## config.mk

```make
export PLATFORM = sky130hd
export DESIGN_NAME = uart_user_echo
export DESIGN_NICKNAME = d
export VERILOG_FILES = /design/src/rtl/uart_user_echo.sv
export SDC_FILE = /design/constraint.sdc
export NUM_CORES = 1
export LEC_CHECK = 0
export BUFFER_PORTS_ARGS = -buffer_cell sky130_fd_sc_hd__buf_4
export CAP_MARGIN = 5
export CORE_UTILIZATION = 55
export CTS_CLUSTER_SIZE = 25
export DETAILED_ROUTE_END_ITERATION = 7
export PLACE_DENSITY = 0.73
export SETUP_SLACK_MARGIN = 0.05
export SYNTH_ARGS = -nofsm -noshare
export SYNTH_HDL_FRONTEND = slang
export SYNTH_SLANG_ARGS = --single-unit
```

## constraint.sdc

```tcl
create_clock -name i_clk -period 6.6 [get_ports i_clk]
set_input_delay 0.33 -clock i_clk [delete_from_list [all_inputs] [get_ports i_clk]]
set_output_delay 0.33 -clock i_clk [all_outputs]
set_load 0.02 [all_outputs]
```

## src/rtl/uart_user_echo.sv

```systemverilog
// User-side echo endpoint for uart_driver: buffers received bytes in a FIFO and returns them
// in order on the TX valid/ready stream, optionally expanding CR into CR,LF.
module uart_user_echo #(
  parameter int P_DATA_WIDTH = 8,
  parameter int P_FIFO_DEPTH = 16,
  parameter int P_ADD_LF     = 1
) (
  input  logic                            i_clk,
  input  logic                            i_rst,
  input  logic [P_DATA_WIDTH-1:0]         i_user_rx_data,
  input  logic                            i_user_rx_valid,
  output logic [P_DATA_WIDTH-1:0]         o_user_tx_data,
  output logic                            o_user_tx_valid,
  input  logic                            i_user_tx_ready,
  input  logic                            i_ovf_clr,
  output logic                            o_overflow,
  output logic [7:0]                      o_drop_cnt,
  output logic [$clog2(P_FIFO_DEPTH):0]   o_fifo_level
);

  localparam int L_AW = $clog2(P_FIFO_DEPTH);
  localparam int L_LW = L_AW + 1;
  localparam logic [P_DATA_WIDTH-1:0] L_CR = P_DATA_WIDTH'(8'h0D);
  localparam logic [P_DATA_WIDTH-1:0] L_LF = P_DATA_WIDTH'(8'h0A);

  localparam logic [1:0] S_IDLE    = 2'd0;
  localparam logic [1:0] S_SEND    = 2'd1;
  localparam logic [1:0] S_SEND_LF = 2'd2;

  logic [P_DATA_WIDTH-1:0] mem_q [P_FIFO_DEPTH];
  logic [L_AW-1:0]         wr_ptr_q, wr_ptr_d;
  logic [L_AW-1:0]         rd_ptr_q, rd_ptr_d;
  logic [L_LW-1:0]         level_q, level_d;
  logic [1:0]              state_q, state_d;
  logic [P_DATA_WIDTH-1:0] tx_data_q, tx_data_d;
  logic                    tx_valid_q, tx_valid_d;
  logic                    ovf_q, ovf_d;
  logic [7:0]              drop_q, drop_d;

  logic full_s, wr_en_s, drop_s, hs_s, free_s;

  // The head entry stays counted in the level while it is being offered; it is freed on
  // the handshake of the data byte, so a stalled byte still occupies a FIFO slot.
  assign full_s  = (level_q == L_LW'(P_FIFO_DEPTH));
  assign wr_en_s = i_user_rx_valid && !full_s;
  assign drop_s  = i_user_rx_valid && full_s;
  assign hs_s    = tx_valid_q && i_user_tx_ready;
  assign free_s  = (state_q == S_SEND) && hs_s;

  // Next-state logic: FIFO pointers/level, echo FSM and overflow bookkeeping.
  always_comb begin
    wr_ptr_d   = wr_ptr_q;
    rd_ptr_d   = rd_ptr_q;
    level_d    = level_q;
    state_d    = state_q;
    tx_data_d  = tx_data_q;
    tx_valid_d = tx_valid_q;
    ovf_d      = ovf_q;
    drop_d     = drop_q;

    if (wr_en_s) begin
      wr_ptr_d = wr_ptr_q + L_AW'(1);
    end else begin
      wr_ptr_d = wr_ptr_q;
    end

    if (free_s) begin
      rd_ptr_d = rd_ptr_q + L_AW'(1);
    end else begin
      rd_ptr_d = rd_ptr_q;
    end

    case ({wr_en_s, free_s})
      2'b10:   level_d = level_q + L_LW'(1);
      2'b01:   level_d = level_q - L_LW'(1);
      default: level_d = level_q;
    endcase

    case (state_q)
      S_IDLE: begin
        if (level_q != L_LW'(0)) begin
          tx_data_d  = mem_q[rd_ptr_q];
          tx_valid_d = 1'b1;
          state_d    = S_SEND;
        end else begin
          state_d = S_IDLE;
        end
      end
      S_SEND: begin
        if (hs_s) begin
          if ((P_ADD_LF != 0) && (tx_data_q == L_CR)) begin
            tx_data_d = L_LF;
            state_d   = S_SEND_LF;
          end else begin
            tx_valid_d = 1'b0;
            state_d    = S_IDLE;
          end
        end else begin
          state_d = S_SEND;
        end
      end
      S_SEND_LF: begin
        if (hs_s) begin
          tx_valid_d = 1'b0;
          state_d    = S_IDLE;
        end else begin
          state_d = S_SEND_LF;
        end
      end
      default: begin
        tx_valid_d = 1'b0;
        state_d    = S_IDLE;
      end
    endcase

    // Clear wins over a drop in the same cycle.
    if (i_ovf_clr) begin
      ovf_d  = 1'b0;
      drop_d = 8'd0;
    end else if (drop_s) begin
      ovf_d  = 1'b1;
      drop_d = (drop_q == 8'd255) ? 8'd255 : drop_q + 8'd1;
    end else begin
      ovf_d  = ovf_q;
      drop_d = drop_q;
    end
  end

  // FIFO storage; contents are don't-care until written, so no reset is needed.
  always_ff @(posedge i_clk) begin
    if (wr_en_s) begin
      mem_q[wr_ptr_q] <= i_user_rx_data;
    end
  end

  // Control state registers.
  always_ff @(posedge i_clk or negedge i_rst) begin
    if (!i_rst) begin
      wr_ptr_q   <= L_AW'(0);
      rd_ptr_q   <= L_AW'(0);
      level_q    <= L_LW'(0);
      state_q    <= S_IDLE;
      tx_data_q  <= P_DATA_WIDTH'(0);
      tx_valid_q <= 1'b0;
      ovf_q      <= 1'b0;
      drop_q     <= 8'd0;
    end else begin
      wr_ptr_q   <= wr_ptr_d;
      rd_ptr_q   <= rd_ptr_d;
      level_q    <= level_d;
      state_q    <= state_d;
      tx_data_q  <= tx_data_d;
      tx_valid_q <= tx_valid_d;
      ovf_q      <= ovf_d;
      drop_q     <= drop_d;
    end
  end

  assign o_user_tx_data  = tx_data_q;
  assign o_user_tx_valid = tx_valid_q;
  assign o_overflow      = ovf_q;
  assign o_drop_cnt      = drop_q;
  assign o_fifo_level    = level_q;

endmodule
```

# After elaboration in Yosys (flattened, before gate mapping)
# Memories as Yosys holds them, arrays and structs flattened.
# Cells that the tools add are included.
[classes] n_lt_le_gt_ge=0 addsub=5 n_reduce_logical=12 n_mul=0 bitwise=0 n_eq_ne=12 n_shift=0 mux=22 n_div=0
[op_table] cell="$mux W8" count=6
[op_table] cell="$pmux W8 S2" count=1
[op_table] cell="$pmux W5 S2" count=1
[op_table] cell="$mux W1" count=9
[op_table] cell="$add A4 B1 Y4 const B" count=2
[op_table] cell="$add A8 B1 Y8 const B" count=1
[op_table] cell="$eq A8 B4 Y1 const B" count=1
[op_table] cell="$eq A8 B8 Y1 const B" count=1
[op_table] cell="$ne A2 B2 Y1 const B" count=4
[op_table] cell="$reduce_and A4 Y1" count=2
[op_table] cell="$mux W2" count=3
[op_table] cell="$pmux W2 S3" count=1
[op_table] cell="$reduce_bool A2 Y1" count=3
[op_table] cell="$add A5 B1 Y5 const B" count=1
[op_table] cell="$eq A5 B5 Y1 const B" count=1
[op_table] cell="$reduce_bool A5 Y1" count=1
[op_table] cell="$sub A5 B1 Y5 const B" count=1
[op_table] cell="$eq A2 B1 Y1 const B" count=2
[op_table] cell="$eq A2 B2 Y1 const B" count=2
[op_table] cell="$logic_and A1 B1 Y1" count=4
[op_table] cell="$pmux W1 S3" count=1
[op_table] cell="$logic_not A2 Y1" count=1
[op_table] cell="$ne A2 B1 Y1 const B" count=1
[op_table] cell="$logic_not A1 Y1" count=1
[word_totals] ram_bits=128 regBits=33 memories=1 latch_bits=0 in_bits=13 mem_bits_ro=0
[mem_list] name="mem_q" depth=16 word_bits=8 read_ports=1 rd_clocked_by_memory_dff=0 wr=1 line_no="30" rtl="logic [P_DATA_WIDTH-1:0] mem_q [P_FIFO_DEPTH];"

# Depth between registers and ports, before layout
[logic_depth] depth_word=5 mapped_depth=12

# Least setup slack after synthesis
# No wires, ideal clock.
[synth_path] path_kind="reg-to-reg" from="register level_q[1], in the netlist o_fifo_level[1]" to="register level_q[4], in the netlist o_fifo_level[4]" path_slack_ns=3.706 required_time_ns=6.466 path_stages_with_launch=13 t_arrival_ns=2.760 path_cell_list="dfrtp_1 > buf_6 > nor4_4 > a21boi_2 > inv_1 > ha_1 > clkbuf_1 > xor2_1 > ha_1 > or3b_1 > a211oi_1 > o21bai_1 > xnor2_1"
[synth_via] elab_chain_cells=5
[synth_lines] item="start: declaration" line_no="33" rtl="logic [L_LW-1:0] level_q, level_d;"
[synth_lines] item="start signal: assignment" line_no="150" rtl="level_q <= level_d;"
[synth_lines] item="$eq A5 B5 Y1" line_no="44" rtl="assign full_s = (level_q == L_LW'(P_FIFO_DEPTH));"
[synth_lines] item="$logic_not A1 Y1" line_no="45" rtl="assign wr_en_s = i_user_rx_valid && !full_s;"
[synth_lines] item="$logic_and A1 B1 Y1" line_no="45"
[synth_lines] item="$eq A2 B1 Y1 or $eq A2 B2 Y1 (tied branches)" line_no="73" rtl="case ({wr_en_s, free_s})"
[synth_lines] item="$pmux W5 S2 or $reduce_bool A2 Y1 (tied branches)"
# Parallel ways exist; a longest one is shown, timed or not.
# A chain may end at the register's enable or synchronous reset.

# Final worst setup path
# Same ends and word-level chain as after synthesis.

==> impl_metrics.ini <==
[outcome]
status = finished, final reports clean

[hold_path]
hold_depth = 2
worst_hold_startpoint = i_ovf_clr
holdPathEnd = o_drop_cnt[2]
min_path_type = primary input to register

[setup_path]
worst_setup_path_end_kind = register
r2r-end = o_fifo_level[4]
worst_ep_arrival_time_ns = 3.27
required_ns = 6.90
rr_startpoint = o_fifo_level[1]
cp_max_fo = 9
crit_path_start_kind = register
rrSetupSlack_ns = 3.63
reg2reg_depth = 10
setup.worst_path.class = register to register

[route]
vias = 3644
viasPerCell = 6.06
drtIter0Drc = 375
drc = 0
drt-met1-wl_um = 5310
dr_wl_met2_um = 6410
postRouteAntennaNets = 0
routed_wl_um = 12800
top_layer_used = met4
wl_per_cell_um = 21.3
dr.pass1.iters = 4
dr_wl_met3_um = 925

[floorplan]
coreArea_um2 = 11700
rows = 39
ioPinCount = 36
die_y_um = 112
dieWidth_um = 112
dieArea_um2 = 12600
start_util_pct = 57.5

[cells_and_area]
nets = 467
fill_cells = 798
final_cell_mix = edfxtp_1 (128), buf_4 (39), dfrtp_1 (32), mux4_2 (26)
post_route_cells_drive_above_1_share_pct = 24.7
syn2layout_area_growth_pct = 14.3
diodes = 0
layout_commonest_cell = edfxtp_1

[timing]
clock-skew-final_ns = 0.00960
final.min_clock_period_ns = 2.97
setup_viol = 0
maxSlewHeadroom_pct = 30.7
max_freq_ghz = 0.337
period_share_pct = 45.0
drv_slew = 0
rsz0062_at_grt = no
worstMarginPinSlew_ns = 1.04
hold_viol = 0
tns_ns = 0

[cts]
h-tree-depth = 4
clk_path_buf_depth = 2
cts-resized-gates = 0
cts.sinks = 161
postCtsSetupRepairBufs = 0
ctsHoldBuffers = 1
cts_tree = done
cts-root-buf = clkbuf_16
cts_made_buffers = 17
clk_latency_ns = 0.43
clk_pin_slew_ns = 0.06

[power]
vdd_drop_max_uv = 352
leakage_nw = 2.67
power_density_nw_per_um2 = 332
p_total_mw = 2.55

[synth]
ys.flop_type = edfxtp_1
synthesis.nets = 427
async_flop_share_pct = 20.5
synthesis.instances = 405
ys_seq_elements = 161
yosysSeqAreaShare_pct = 69.6
avgSynthCellArea_um2 = 16.6
synth_edf_count = 128
ys_types = 50
yosys_warnings = 0
netlist_area_um2 = 6710

[global_routing]
grt_pass1_vias = 3768
grt_max_degree = 41
grt_overflow_total = 0
grt_usage_pct = 22.7
grt_pass1_wl_um = 20700
antenna_found_initial = 0

[place]
dp_hpwl_um = 8170
portBuffers = 35
place.gp.congestion = 0.801

[job]
drv_cap = 0
## worst max-delay path: stages (launching register included)
cell	delay, ns
dfrtp_1	0.49
nor4_4	0.51
a21boi_2	0.23
inv_1	0.13
ha_1	0.33
xor2_1	0.11
ha_1	0.23
or3b_1	0.35
a211oi_1	0.23
o21bai_1	0.11
xnor2_1	0.12
## through the flow
step           worst slack [ns]  hold slack [ns]  util (%)  cells  area [µm²]
2_1_floorplan              3.71           0.0344         -    405        6710
3_3_place_gp               3.72            0.299      60.6    568        7070
3_5_place_dp               3.66            0.303      60.6    568        7070
4_1_cts                    3.64            0.136      65.8    601        7670
5_1_grt                    3.45            0.146      65.8    601        7670
6_report                   3.63            0.147      65.8    601        7670
## power breakdown
part,internal (mW),switching [mW]
logic,0.109,0.175
registers,1.21,0.0779
clock network,0.567,0.412
## how the worst max path moves through the flow
stage | from | endpoint | slack (ns)
after floorplan | o_fifo_level[1] | o_fifo_level[4] | 3.71
after global placement | o_fifo_level[1] | o_fifo_level[4] | 3.72
after detailed placement | o_fifo_level[1] | o_fifo_level[4] | 3.66
after CTS | o_fifo_level[1] | o_fifo_level[4] | 3.64
after global routing | o_fifo_level[1] | o_fifo_level[4] | 3.45
final | o_fifo_level[1] | o_fifo_level[4] | 3.63
## synthesized netlist by cell type (5+ instances only)
cell type	instances	area [µm²]
a21oi_1	8	40.0
a221oi_1	6	52.6
a31oi_1	7	43.8
buf_4	5	37.5
dfrtp_1	33	826
edfxtp_1	128	3840
ha_1	9	113
inv_1	6	22.5
mux2_2	8	90.1
mux2i_1	12	120
mux4_2	26	586
nand2_1	25	93.8
nand3_1	6	30.0
nor2_1	25	93.8
nor2b_1	6	37.5
nor3_1	13	65.1
o21ai_0	6	30.0
o21ai_1	6	30.0
xnor2_1	8	70.1
## registers in the layout (all words and copies together), names as in the netlist
register	cells
wr_ptr_q	4
mem_q	128
o_drop_cnt	8
o_user_tx_data	8
o_overflow	1
o_user_tx_valid	1
state_q	2
o_fifo_level	5
rd_ptr_q	4
## cell type report
type,instances,area [µm²],area share (%)
repair buffers,40,303,3.95
clock inverters,15,171,2.23
inverters,6,22.5,0.294
multi-input cells,219,1900,24.8
well taps,143,179,2.33
flip-flops and latches,161,4670,60.9
clock buffers,17,425,5.54
## layer usage
metal / global-route usage, % / vias up
li1: - / 1666
met1: 31.0 / 1822
met2: 35.9 / 141
met3: 5.94 / 15
met4: 7.73 / 0
met5: 0 / -
## cells by family after synthesis
logic type               Yosys count  synth area share (%)
adder cells (fa/ha/maj)            9                  1.68
AO/OA/AOI/OAI                     53                  5.57
multiplexers                      46                  11.9
buffers and inverters             25                  2.18
AND/OR/NAND/NOR                   99                  7.57
XOR/XNOR                          12                  1.57
flip-flops                       161                  69.6
(Power assumes the default switching activity.)
